$ cat config.mk
export PLATFORM = sky130hd
export DESIGN_NAME = hub_dma
export DESIGN_NICKNAME = d
export VERILOG_FILES = /design/src/rtl/hub_dma.sv
export SDC_FILE = /design/constraint.sdc
export NUM_CORES = 1
export LEC_CHECK = 0
export CAP_MARGIN = 20
export CELL_PAD_IN_SITES_DETAIL_PLACEMENT = 1
export CELL_PAD_IN_SITES_GLOBAL_PLACEMENT = 1
export CORE_AREA = 5 5 132 134
export CTS_CLUSTER_DIAMETER = 50
export CTS_CLUSTER_SIZE = 40
export DETAILED_ROUTE_END_ITERATION = 6
export DIE_AREA = 0 0 137 139
export PLACE_DENSITY_LB_ADDON = 0.1
export SLEW_MARGIN = 25
export SYNTH_ARGS = -nofsm -noshare
export SYNTH_HDL_FRONTEND = slang
export SYNTH_SLANG_ARGS = --single-unit
$ cat constraint.sdc
create_clock -name clk_cog -period 3.1 [get_ports clk_cog]
set_input_delay 0.93 -clock clk_cog [delete_from_list [all_inputs] [get_ports clk_cog]]
set_output_delay 0.93 -clock clk_cog [all_outputs]
set_load 0.05 [all_outputs]
$ cat src/rtl/hub_dma.sv
`default_nettype none
// ============================================================================
//  Module   : hub_dma
//  Purpose  : Single-channel DMA between a time-slotted hub bus and a pair of
//             32-bit valid/ready streams. Reads move hub longs to out_*,
//             writes move in_* beats to the hub. Length 0..511 longs, 14-bit
//             long address that wraps at 3FFF.
//  Ports    : clk_cog, res           - clock, synchronous active-high reset
//             start/dir/addr/count   - transfer request (sampled in IDLE)
//             busy, done             - status / one-cycle completion pulse
//             ena_bus, bus_*         - hub slot enable and access request
//             bus_q                  - hub read data (one cycle after accept)
//             in_data/valid/ready    - write-data stream (sink)
//             out_data/valid/ready   - read-data stream (source)
//  Revision : 1.0  initial release
// ============================================================================
module hub_dma (
    input  logic        clk_cog,
    input  logic        res,
    input  logic        ena_bus,
    input  logic        start,
    input  logic        dir,
    input  logic [13:0] addr,
    input  logic [8:0]  count,
    output logic        busy,
    output logic        done,
    output logic        bus_req,
    output logic        bus_w,
    output logic [3:0]  bus_wb,
    output logic [13:0] bus_a,
    output logic [31:0] bus_d,
    input  logic [31:0] bus_q,
    input  logic [31:0] in_data,
    input  logic        in_valid,
    output logic        in_ready,
    output logic [31:0] out_data,
    output logic        out_valid,
    input  logic        out_ready
);

    typedef enum logic [1:0] {
        S_IDLE  = 2'd0,
        S_RUN   = 2'd1,
        S_DRAIN = 2'd2,
        S_DONE  = 2'd3
    } state_t;

    state_t      r_state, w_state_n;
    logic        r_dir, w_dir_n;
    logic [8:0]  r_left, w_left_n;       // accesses still to be accepted
    logic        r_inflight, w_inflight_n;
    logic [1:0]  r_occ, w_occ_n;         // read FIFO occupancy (0..2)
    logic [31:0] r_tail, w_tail_n;       // second FIFO entry; head is r_out_data
    logic        w_hold_n;               // write holding register full

    logic        r_busy, r_done, r_bus_req, r_bus_w, r_in_ready, r_out_valid;
    logic [3:0]  r_bus_wb;
    logic [13:0] r_bus_a, w_addr_n;
    logic [31:0] r_bus_d, w_data_n;
    logic [31:0] r_out_data, w_head_n;

    logic        w_busy_n, w_req_n, w_w_n, w_in_ready_n;
    logic        w_accept, w_push, w_pop, w_fire_in;

    assign w_accept  = ena_bus & r_bus_req;
    assign w_push    = r_inflight;           // bus_q is valid exactly now
    assign w_pop     = r_out_valid & out_ready;
    assign w_fire_in = in_valid & r_in_ready;

    // ---------------- control / next-state ----------------
    always_comb begin
        w_state_n    = r_state;
        w_dir_n      = r_dir;
        w_left_n     = r_left;
        w_addr_n     = r_bus_a;
        w_data_n     = r_bus_d;
        w_hold_n     = r_bus_req & r_bus_w;
        // bus_req is only ever high in RUN, so an accepted read is in flight
        w_inflight_n = w_accept & ~r_dir;

        case (r_state)
            S_IDLE: begin
                if (start) begin
                    w_dir_n   = dir;
                    w_left_n  = count;
                    w_addr_n  = addr;
                    w_state_n = (count == 9'd0) ? S_DONE : S_RUN;
                end
            end
            S_RUN: begin
                // Load and accept are mutually exclusive: in_ready requires
                // an empty holding register, acceptance requires a full one.
                if (r_dir && w_fire_in) begin
                    w_data_n = in_data;
                    w_hold_n = 1'b1;
                end
                if (w_accept) begin
                    w_addr_n = r_bus_a + 14'd1;
                    w_left_n = r_left - 9'd1;
                    w_hold_n = 1'b0;
                    if (r_left == 9'd1)
                        w_state_n = r_dir ? S_DONE : S_DRAIN;
                end
            end
            S_DRAIN: begin
                if (r_occ == 2'd0 && !r_inflight)
                    w_state_n = S_DONE;
            end
            S_DONE:  w_state_n = S_IDLE;
            default: w_state_n = S_IDLE;
        endcase
    end

    // ---------------- read FIFO (2 entries, head drives out_data) ----------------
    always_comb begin
        w_occ_n  = r_occ;
        w_head_n = r_out_data;
        w_tail_n = r_tail;
        case ({w_push, w_pop})
            2'b10: begin
                if (r_occ == 2'd0) begin
                    w_head_n = bus_q;
                    w_occ_n  = 2'd1;
                end else begin
                    w_tail_n = bus_q;
                    w_occ_n  = 2'd2;
                end
            end
            2'b01: begin
                w_head_n = r_tail;
                w_occ_n  = r_occ - 2'd1;
            end
            2'b11: begin
                if (r_occ == 2'd1) begin
                    w_head_n = bus_q;
                end else begin
                    w_head_n = r_tail;
                    w_tail_n = bus_q;
                end
            end
            default: ;
        endcase
    end

    // ---------------- registered outputs ----------------
    always_comb begin
        w_busy_n = (w_state_n == S_RUN) || (w_state_n == S_DRAIN);
        // Reads are throttled so that every in-flight read has a FIFO slot.
        w_req_n  = (w_state_n == S_RUN) &&
                   (w_dir_n ? w_hold_n
                            : ((w_left_n != 9'd0) &&
                               (({1'b0, w_inflight_n} + w_occ_n) < 2'd2)));
        w_w_n        = w_req_n & w_dir_n;
        w_in_ready_n = (w_state_n == S_RUN) && w_dir_n && !w_hold_n &&
                       (w_left_n != 9'd0);
    end

    always_ff @(posedge clk_cog) begin
        if (res) begin
            r_state     <= S_IDLE;
            r_dir       <= 1'b0;
            r_left      <= 9'd0;
            r_inflight  <= 1'b0;
            r_occ       <= 2'd0;
            r_tail      <= 32'd0;
            r_busy      <= 1'b0;
            r_done      <= 1'b0;
            r_bus_req   <= 1'b0;
            r_bus_w     <= 1'b0;
            r_bus_wb    <= 4'b0000;
            r_bus_a     <= 14'd0;
            r_bus_d     <= 32'd0;
            r_in_ready  <= 1'b0;
            r_out_valid <= 1'b0;
            r_out_data  <= 32'd0;
        end else begin
            r_state     <= w_state_n;
            r_dir       <= w_dir_n;
            r_left      <= w_left_n;
            r_inflight  <= w_inflight_n;
            r_occ       <= w_occ_n;
            r_tail      <= w_tail_n;
            r_busy      <= w_busy_n;
            r_done      <= (r_state == S_DONE);
            r_bus_req   <= w_req_n;
            r_bus_w     <= w_w_n;
            r_bus_wb    <= {4{w_w_n}};
            r_bus_a     <= w_addr_n;
            r_bus_d     <= w_data_n;
            r_in_ready  <= w_in_ready_n;
            r_out_valid <= (w_occ_n != 2'd0);
            r_out_data  <= w_head_n;
        end
    end

    assign busy      = r_busy;
    assign done      = r_done;
    assign bus_req   = r_bus_req;
    assign bus_w     = r_bus_w;
    assign bus_wb    = r_bus_wb;
    assign bus_a     = r_bus_a;
    assign bus_d     = r_bus_d;
    assign in_ready  = r_in_ready;
    assign out_valid = r_out_valid;
    assign out_data  = r_out_data;

endmodule
`default_nettype wire

# --- After elaboration in Yosys (flattened, before gate mapping) ---
# Cells that the tools add are included.
word_totals:
  reg_bits: 132
  word_cells: 92
op_classes:
  order_cmp: 1
  n_reduce_logical: 22
  n_mux: 27
  n_eq_ne: 15
  n_addsub: 4
  bitwise: 7
op_table:
  columns: ["operator", "n"]
  rows:
  - ["$mux W32", 4]
  - ["$pmux W32 S3", 1]
  - ["$pmux W32 S2", 1]
  - ["$mux W14", 2]
  - ["$pmux W14 S2", 1]
  - ["$mux W9", 2]
  - ["$pmux W9 S2", 1]
  - ["$add A14 B1 Y14 const B", 1]
  - ["$mux W2", 6]
  - ["$eq A2 B2 Y1 const B", 5]
  - ["$ne A2 B2 Y1 const B", 5]
  - ["$eq A9 B1 Y1 const B", 1]
  - ["$logic_not A9 Y1", 1]
  - ["$reduce_bool A9 Y1", 1]
  - ["$sub A9 B1 Y9 const B", 1]
  - ["$eq A2 B1 Y1 const B", 4]
  - ["$pmux W2 S4", 1]
  - ["$logic_and A1 B1 Y1", 7]
  - ["$mux W1", 7]
  - ["$and A1 B1 Y1", 6]
  - ["$reduce_and A3 Y1", 2]
  - ["$reduce_bool A2 Y1", 3]
  - ["$logic_not A2 Y1", 2]
  - ["$pmux W2 S2", 1]
  - ["8 further kinds", 10]

# --- Depth between registers and ports, before layout ---
# Gate-level depths: netlist (run 1).
depth:
  ltp_word: 9
  ltp_mapped: 11
  ltp_nobuf: 11

# --- Least setup slack after synthesis (run 1) ---
# Ideal clock, no wire load.
synth_timing:
  path_kind: "input-to-reg"
  start: "input port out_ready"
  end: "register r_out_data[16], in the netlist out_data[16]"
  setup_slack_ps: 683
  setup_ps: 86
  arrival_ps: 2332
  required_ps: 3014
  path_stages: 9
  path_cell_list: "and2_1 > inv_1 > ha_1 > nand2b_1 > o31a_1 > clkbuf_1 > buf_1 > nor2_1 > a211oi_1"
synth_between:
  elab_chain_cells: 4
  elab_cells_between_ends: 8
  cone_classes: "eq/ne (4); mux (1); bitwise (1); reduce/logical (2)"
synth_lines:
  columns: ["element", "line_no", "rtl"]
  rows:
  - ["start: declaration", "38", "input logic out_ready"]
  - ["$and A1 B1 Y1 *", "67", "assign w_pop = r_out_valid & out_ready;"]
  - ["$eq A2 B2 Y1 or $eq A2 B1 Y1 (tied branches)", "119", "case ({w_push, w_pop})"]
  - ["$ne A2 B2 Y1 (no line) or $reduce_bool A3 Y1 (tied branches)", null, null]
  - ["$reduce_and A2 Y1 (no line)", null, null]
  - ["end signal: assignment", "192", "r_out_data <= w_head_n;"]
  - ["end: declaration", "60", "logic [31:0] r_out_data, w_head_n;"]
# Every way passes the cells marked *; elsewhere a longest branch is shown, timed or not.
# A chain may end at the register's enable or synchronous reset.

# --- Worst setup path after layout (run 1) ---
layout_timing:
  start: "register r_bus_a[9], in the netlist bus_a[9]"
  end: "output port bus_a[9]"
layout_rtl:
  columns: ["element", "line_no", "rtl"]
  rows:
  - ["start: declaration", "58", "logic [13:0] r_bus_a, w_addr_n;"]
  - ["start signal: assignment", "188", "r_bus_a <= w_addr_n;"]
  - ["end: declaration", "30", "output logic [13:0] bus_a,"]
# No word-level cell between the ends.

==> summary.md, run 1 <==
| Metric | Value |
|---|---|
| Run status | finished, final reports clean |
| Largest net degree at the start of global routing | 65 |
| Syn Nets | 806 |
| Internal | 3.41 mW |
| Met1 WL | 8.00 mm |
| Number of global-route vias before repair | 6,019 |
| R2R depth | 10 |
| Post-synth top area share | 0.462 |
| Yosys top cell by area | dfxtp_1 |
| Fillers | 1,894 |
| Setup repair after global routing missed its margin | false |
| MaxCap Viol Count | 0 |
| Die Area | 19,000 sq um |
| Number of cells on the critical path | 1 |
| Worst skew pair latency | 420 ps |
| Arrival time worst endpoint | 1720 ps |
| Hold_buf cts | 0 |
| Row count | 47 |
| Final period util | 0.856 |
| Worst Hold Class | reg -> reg |
| Avg Inst Size Synth | 8.07 sq um |
| Core footprint | 16,200 sq um |
| Layout cells sized above 1 | 0.0762 |
| Period minus WS final | 2650 ps |
| Initial DRC Count | 238 |
| CP max stage delay | 860 ps |
| ANT cells | 0 |
| DRT Wirelength | 19.1 mm |
| Ys async rst share | 0 |
| Highest Signal Layer | met4 |
| Routability-driven placement congestion ratio | 0.864 |
| Final Hold Viols | 0 |
| EDFF count, synth | 0 |
| Maximum vdd ir drop | 0.364 mV |
| Placed Area | 7750 sq um |
| Clock Tree Buf Depth | 2 |
| Comb pwr share | 0.173 |
| Design Area, Final | 8370 sq um |
| Met2 WL post-DR | 9.75 mm |
| Register area share after synthesis | 0.462 |
| Layout area overhead | 47.5% |
| Crit-path leading delay family | buffers and inverters |
| Sequential fraction of design power | 0.386 |
| Synth unique cells | 63 |
| Met3 wire len | 1.05 mm |
| Highest Clock Rate | 377 MHz |
| Post-CTS Setup Bufs | 0 |
| Clock transition at path regs | 60 ps |
| Initial Util | 0.351 |
| Vias post-DR | 5,756 |
| IO buf count | 181 |
| CTS Sinks | 131 |
| Post-CTS Resized | 0 |
| # setup viols final | 0 |
| Final ANT Viol Nets | 0 |
| Critical Path End Type | primary output |
| Switching fraction of total power | 0.282 |
| Die Y-Extent | 139 microns |
| Capturing point of the worst reg2reg path | bus_req$_SDFF_PP0_ |
| Predominant post-synthesis flop cell | dfxtp_1 |
| Slew @ Worst Pin | 717 ps |
| CTS Buf Count | 17 |
| Routed wire length per instance | 17.4 microns |
| Mapped Cells | 703 |
| Sw Pwr | 1.34 mW |
| Crit-path cells | clkdlybuf4s50_1 |
| First-pass GRT wire length | 30.5 mm |
| TritonRoute pass-1 iters | 4 |
| Crit Path Max Fanout | 7 |
| Ys Warns | 0 |
| #FFs+latches synth | 131 |
| PD cells | 568 nW/um^2 |
| Clk pwr share | 0.441 |
| Critical path required time | 2170 ps |
| Max-slew headroom | 0.516 |
| Gr usage total | 0.199 |
| DIE WIDTH | 137 microns |
| Max-slew violations | 0 |
| Initial antenna violation count | 0 |
| CP bufs+invs | 1 |
| Leakage dissipation | 2.87 nW |
| Via density per instance | 5.24 |
| Nets | 969 |
| Remaining DRCs | 0 |
| Setup TNS Final | 0 ps |
| CP startpoint | bus_a[9]$_SDFFE_PP0P_ |
| Startpoint Class | flip-flop |
| Worst reg-to-reg setup slack | 640 ps |
| Post-route clock skew | 9.39 ps |
| Cell Area, Synth | 5670 sq um |
| Worst reg2reg startpoint | r_left[3]$_SDFF_PP0_ |
| Worst setup endpoint | bus_a[9] |
| I/O pin cnt | 182 |
| Top cells by area, synth | dfxtp_1, nand2_1, a21oi_1 |
| Crit Path Class | reg -> out |
| CTS tree | yes |
| H-tree lvl count | 4 |
| Post-DP HPWL | 13.4 mm |
| Grt ovf | 0 |
| Crit-path slowest cell | clkdlybuf4s50_1 |
| Root buf cell | clkbuf_16 |
## kinds of logic (layout without fill, tap and decap cells)
logic type | Yosys count | count (layout) | synth area share
flip-flops | 131 | 131 | 0.462
AO/OA/AOI/OAI | 208 | 208 | 0.240
multiplexers | 2 | 2 | 0.00353
AND/OR/NAND/NOR | 287 | 287 | 0.225
adder cells (fa/ha/maj) | 9 | 9 | 0.0199
XOR/XNOR | 1 | 1 | 0.00154
buffers and inverters | 65 | 241 | 0.0474
## cell usage after synthesis (5+ instances only)
cell type / number
clkbuf_1: 38
buf_4: 5
nand2_1: 158
ha_1: 9
nor3_1: 9
nor2_1: 71
nand3_1: 8
buf_2: 5
buf_1: 6
a211oi_1: 37
o21ai_0: 12
nand2b_1: 6
a21oi_1: 85
dfxtp_1: 131
a22oi_1: 34
inv_1: 11
## worst min-delay path by stage
stage | start | to | cells past startpoint
after floorplan | r_tail[0]$_SDFFE_PP0P_ | r_tail[0]$_SDFFE_PP0P_ | 2
after global placement | r_tail[2]$_SDFFE_PP0P_ | r_tail[2]$_SDFFE_PP0P_ | 2
after detailed placement | bus_d[12]$_SDFFE_PP0P_ | bus_d[12]$_SDFFE_PP0P_ | 2
after CTS | bus_d[12]$_SDFFE_PP0P_ | bus_d[12]$_SDFFE_PP0P_ | 2
after global routing | r_tail[20]$_SDFFE_PP0P_ | r_tail[20]$_SDFFE_PP0P_ | 2
final | bus_d[12]$_SDFFE_PP0P_ | bus_d[12]$_SDFFE_PP0P_ | 2
## sequential cells by signal, indices dropped and copies added, names as in the netlist
name        flops
bus_wb          1
out_data       32
in_ready        1
bus_a          14
out_valid       1
bus_d          32
r_tail         32
busy            1
bus_req         1
r_left          9
r_occ           2
r_inflight      1
r_state         2
done            1
r_dir           1
## per-layer routing
metal	up-vias	global-route usage
met5	-	0
met4	0	0.0562
met3	26	0.0555
met2	143	0.351
met1	2788	0.232
li1	2799	-
## through the flow
step            util  hold WS (ps)  instances  setup slack (ps)  power [mW]
6_report       0.517           453       1099               448        4.75
5_1_grt        0.517           478       1099               374        4.94
4_1_cts        0.517           454       1099               434        4.80
3_5_place_dp   0.479           446       1067              97.1        2.69
3_3_place_gp   0.479           441       1067               149        2.67
2_1_floorplan      -           436        703               683        2.33
## power by group through the flow
stage | registers, mW | clock network [mW] | logic [mW]
floorplan | 2.04 | 0 | 0.296
global placement | 1.86 | 0 | 0.805
detailed placement | 1.87 | 0 | 0.823
CTS | 1.83 | 2.14 | 0.831
global route | 1.84 | 2.22 | 0.882
finish | 1.83 | 2.09 | 0.824
## layout by cell type (no fill, tap or decap), drive strengths merged, types with 4 or more instances in the layout
cell type and instances:
clkdlybuf4s50 180, nand2 158, dfxtp 131, a21oi 86, nor2 71, a211oi 39, a22oi 34, clkbuf 19
buf 18, o21ai 15, inv 15, nor3 9, ha 9, nand3 8, nand2b 6, nor4 6
clkinv 5, and2 4, nand4 4, nor2b 4, a221oi 4
## area by class of cell
cell class                      count  area (sq um)  area share
Multi-Input combinational cell    507          2800       0.335
Sequential cell                   131          2620       0.313
Timing Repair Buffer              198          2010       0.240
Clock buffer                       19           443      0.0529
Tap cell                          220           275      0.0329
Clock inverter                     13           173      0.0206
Inverter                           11          41.3     0.00493
(Power assumes the default switching activity.)
==> run 2, diff against run 1 <==
Settings changed: PLACE_DENSITY set to 0.84, PLACE_DENSITY_LB_ADDON 0.1 to not set.
==> summary.md, run 2 (synthesized netlist as in run 1, its figures left out) <==
| Metric | Value |
|---|---|
| Critical Path End Type | primary output |
| Arrival time worst endpoint | 1740 ps |
| Crit-path leading delay family | buffers and inverters |
| Crit Path Max Fanout | 6 |
| Capturing point of the worst reg2reg path | bus_req$_SDFF_PP0_ |
| Clock transition at path regs | 60 ps |
| CP max stage delay | 860 ps |
| Routability-driven placement congestion ratio | 0.869 |
| PD cells | 559 nW/um^2 |
| DRT Wirelength | 18.9 mm |
| Final ANT Viol Nets | 0 |
| Post-CTS Setup Bufs | 0 |
| Hold Crit Endpoint | r_tail[23]$_SDFFE_PP0P_ |
| Run status | finished, final reports clean |
| Crit-path slowest cell | clkdlybuf4s50_1 |
| Gr usage total | 0.196 |
| Max-slew headroom | 0.544 |
| Crit-path cells | clkdlybuf4s50_1 |
| Number of global-route vias before repair | 5,986 |
| Worst skew pair latency | 420 ps |
| Highest Clock Rate | 374 MHz |
| Commonest non-fill, non-tap cell in the layout | clkdlybuf4s50_1 |
| Most frequent cells in the layout | clkdlybuf4s50_1, nand2_1, dfxtp_1, a21oi_1, nor2_1 |
| Period minus WS final | 2670 ps |
| Via density per instance | 5.20 |
| Setup repair after global routing missed its margin | false |
| Critical path required time | 2170 ps |
| M2 GR Usage | 0.345 |
| Max-slew violations | 0 |
| First-pass GRT wire length | 30.2 mm |
| Slew @ Worst Pin | 676 ps |
| H-tree lvl count | 4 |
| PnR worst setup slack | 427 ps |
| ANT cells | 0 |
| Post-DP HPWL | 13.1 mm |
| CP bufs+invs | 1 |
| I/O pin cnt | 182 |
| Maximum vdd ir drop | 0.356 mV |
| CTS Buf Count | 17 |
| Vias post-DR | 5,721 |
| Nets | 970 |
| Overall power | 4.67 mW |
| GR Layer Usage met1 | 0.232 |
| Layout cells sized above 1 | 0.0773 |
| R2R depth | 10 |
| Final period util | 0.862 |
| Die Area | 19,000 sq um |
| Hold_buf cts | 0 |
| DIE WIDTH | 137 microns |
| Largest net degree at the start of global routing | 69 |
| Layout area overhead | 47.3% |
| IO buf count | 181 |
| Post-Route Utilization | 0.517 |
| Worst reg2reg startpoint | r_left[3]$_SDFF_PP0_ |
| Row count | 47 |
| Crit Path Class | reg -> out |
| Final Hold Viols | 0 |
| Hold Startpoint | r_tail[23]$_SDFFE_PP0P_ |
| Hold-critical path depth | 2 |
| MaxCap Viol Count | 0 |
| Grt ovf | 0 |
| Initial Util | 0.351 |
| CTS Sinks | 131 |
| Grt met3 use | 0.0555 |
| CTS tree | yes |
| # setup viols final | 0 |
| Leakage dissipation | 2.87 nW |
| Clock Tree Buf Depth | 2 |
| TritonRoute pass-1 iters | 6 |
| Initial DRC Count | 248 |
| Worst Hold Class | reg -> reg |
| Post-CTS Resized | 0 |
| Die Y-Extent | 139 microns |
| Routed wire length per instance | 17.2 microns |
| Startpoint Class | flip-flop |
| Finished Layout Cells | 1,100 |
| GRT Max-Usage Layer | met2 |
| Placement Setup Slack | 77.8 ps |
| Setup TNS Final | 0 ps |
| Worst reg-to-reg setup slack | 580 ps |
| Core footprint | 16,200 sq um |
| Root buf cell | clkbuf_16 |
| Initial antenna violation count | 0 |
| Post-route clock skew | 9.11 ps |
| Remaining DRCs | 0 |
| Inst Count DP | 1,068 |
run 2: metrics by stage:
stage | cell area, sq um | hold WS, ps
finish | 8360 | 453
global route | 8360 | 475
CTS | 8360 | 455
detailed placement | 7760 | 446
global placement | 7760 | 441
floorplan | 5670 | 436
run 2: metal layers:
metal | part of all wire | up-vias
li1 | - | 2801
met1 | 0.42 | 2736
met2 | 0.50 | 165
met3 | 0.069 | 19
met4 | 0.011 | 0
met5 | 0 | -
run 2: how the worst max path moves through the flow:
stage	slack, ps	cells after the start	from	end
after floorplan	680	9	out_ready	out_data[16]$_SDFFE_PP0P_
after global placement	100	10	out_ready	bus_req$_SDFF_PP0_
after detailed placement	80	7	out_ready	out_data[27]$_SDFFE_PP0P_
after CTS	420	1	bus_req$_SDFF_PP0_	bus_req
after global routing	340	10	out_ready	bus_req$_SDFF_PP0_
final	430	1	bus_req$_SDFF_PP0_	bus_req
run 2: layout make-up:
type / count / area, sq um
Clock inverter: 11 / 126
Multi-Input combinational cell: 507 / 2800
Fill cell: 1900 / 7820
Clock buffer: 21 / 470
Tap cell: 220 / 275
Sequential cell: 131 / 2620
Timing Repair Buffer: 199 / 2020
Inverter: 11 / 41.3
run 2: power breakdown:
group	total [mW]	leakage (nW)	switching, mW	internal [mW]
registers	1.83	1.06	0.0719	1.76
clock network	2.02	0.282	0.767	1.25
logic	0.820	1.52	0.473	0.347
total	4.67	2.87	1.31	3.36
==> run 3, diff against run 2 <==
--- a/config.mk
+++ b/config.mk
@@ -7,3 +7,3 @@
 export LEC_CHECK = 0
-export CAP_MARGIN = 20
+export CAP_MARGIN = 10
 export CELL_PAD_IN_SITES_DETAIL_PLACEMENT = 1
==> constraint.sdc (replaced) <==
create_clock -name clk_cog -period 3.1 [get_ports clk_cog]
set_input_delay 0.465 -clock clk_cog [delete_from_list [all_inputs] [get_ports clk_cog]]
set_output_delay 0.465 -clock clk_cog [all_outputs]
set_load 0.05 [all_outputs]
==> summary.md, run 3 (synthesized netlist as in run 1, its figures left out) <==
| Metric | Value |
|---|---|
| Final period util | 0.764 |
| Routed wire length per instance | 17.0 microns |
| Crit Path Class | reg -> reg |
| Hold_buf cts | 0 |
| Max-slew headroom | 0.529 |
| Max-slew violations | 0 |
| Highest Clock Rate | 422 MHz |
| CTS Buf Count | 17 |
| Remaining DRCs | 0 |
| Commonest non-fill, non-tap cell in the layout | clkdlybuf4s50_1 |
| Setup TNS Final | 0 ps |
| DRT Wirelength | 18.6 mm |
| TritonRoute pass-1 iters | 6 |
| Startpoint Class | flip-flop |
| Gr usage total | 0.198 |
| Leakage dissipation | 2.82 nW |
| Fillers | 1,889 |
| Maximum vdd ir drop | 0.391 mV |
| Clock transition at path regs | 60 ps |
| Worst skew pair latency | 420 ps |
| I/O pin cnt | 182 |
| # setup viols final | 0 |
| Inst Count DP | 1,063 |
| Initial antenna violation count | 0 |
| IO buf count | 181 |
| Post-route clock skew | 12.3 ps |
| Largest net degree at the start of global routing | 73 |
| Period minus WS final | 2370 ps |
| Grt ovf | 0 |
| Post-CTS Setup Bufs | 0 |
| Nets | 965 |
| Placement Setup Slack | 424 ps |
| Worst reg-to-reg setup slack | 730 ps |
| Worst hold slack | 453 ps |
| Worst Hold Class | reg -> reg |
| Setup repair after global routing missed its margin | false |
| Crit Path Max Fanout | 7 |
| Post-CTS Resized | 0 |
| Critical path required time | 3410 ps |
| Slew @ Worst Pin | 700 ps |
| Final Hold Viols | 0 |
| Layout area overhead | 45.3% |
| Initial DRC Count | 230 |
| DIE WIDTH | 137 microns |
| CTS Sinks | 131 |
| Run status | finished, final reports clean |
| CTS tree | yes |
| PD cells | 556 nW/um^2 |
| Arrival time worst endpoint | 2680 ps |
| Number of global-route vias before repair | 5,969 |
| Root buf cell | clkbuf_16 |
| Row count | 47 |
| MaxCap Viol Count | 0 |
| Core footprint | 16,200 sq um |
| Most frequent cells in the layout | clkdlybuf4s50_1, nand2_1, dfxtp_1, a21oi_1, nor2_1 |
| Critical Path End Type | flip-flop |
| Initial Util | 0.351 |
| Layout cells sized above 1 | 0.0709 |
| Finished Layout Cells | 1,095 |
| Die Area | 19,000 sq um |
| Routability-driven placement congestion ratio | 0.851 |
| Die Y-Extent | 139 microns |
| Final ANT Viol Nets | 0 |
| PnR worst setup slack | 730 ps |
| ANT cells | 0 |
| First-pass GRT wire length | 30.4 mm |
| Post-DP HPWL | 12.8 mm |
| Vias post-DR | 5,693 |
| Clock Tree Buf Depth | 2 |
| H-tree lvl count | 4 |
| Via density per instance | 5.20 |
run 3: layout make-up:
cell class                 instances  area (sq um)  share of cell area
clock buffer                      21           460              0.0559
clock inverter                    11           110              0.0134
inverter                          11          41.3             0.00501
multi-input combinational        507          2800               0.340
sequential                       131          2620               0.318
tap                              220           275              0.0334
timing repair buffer             194          1930               0.234
run 3: final timing paths:
kind | start | to | cells past startpoint
hold reg to reg | r_tail[15]$_SDFFE_PP0P_ | r_tail[15]$_SDFFE_PP0P_ | 2
hold / removal | r_tail[15]$_SDFFE_PP0P_ | r_tail[15]$_SDFFE_PP0P_ | 2
setup reg to reg | r_left[3]$_SDFF_PP0_ | bus_req$_SDFF_PP0_ | 10
setup / recovery | r_left[3]$_SDFF_PP0_ | bus_req$_SDFF_PP0_ | 10
run 3: layer usage:
metal	vias up	track usage	routed length [microns]
met5	-	0	0
met4	0	0.0557	184
met3	15	0.0548	1160
met2	158	0.338	9160
met1	2738	0.242	8120
li1	2782	-	-
run 3: critical path: stages, from the launching register on:
cell       delay (ps)
dfxtp_1           390
nor4_1            510
nand4_1           200
nor3_1            180
o21ai_0           100
o21a_1            160
ha_1              190
nor3b_2           160
nand2_1           140
nand3_1            90
a2bb2oi_1         150
run 3: report_power, final:
| group | internal, mW | switching, mW | leakage (nW) |
|---|---|---|---|
| combinational | 0.335 | 0.466 | 1.48 |
| clock | 1.21 | 0.732 | 0.282 |
| sequential | 1.76 | 0.0728 | 1.06 |
| total | 3.31 | 1.27 | 2.82 |
run 3: through the flow:
stage          utilization  total power, mW  cell area [sq um]
2_1_floorplan            -             2.33               5670
3_3_place_gp         0.474             2.66               7670
3_5_place_dp         0.474             2.67               7670
4_1_cts              0.510             4.64               8240
5_1_grt              0.510             4.80               8240
6_report             0.510             4.58               8240
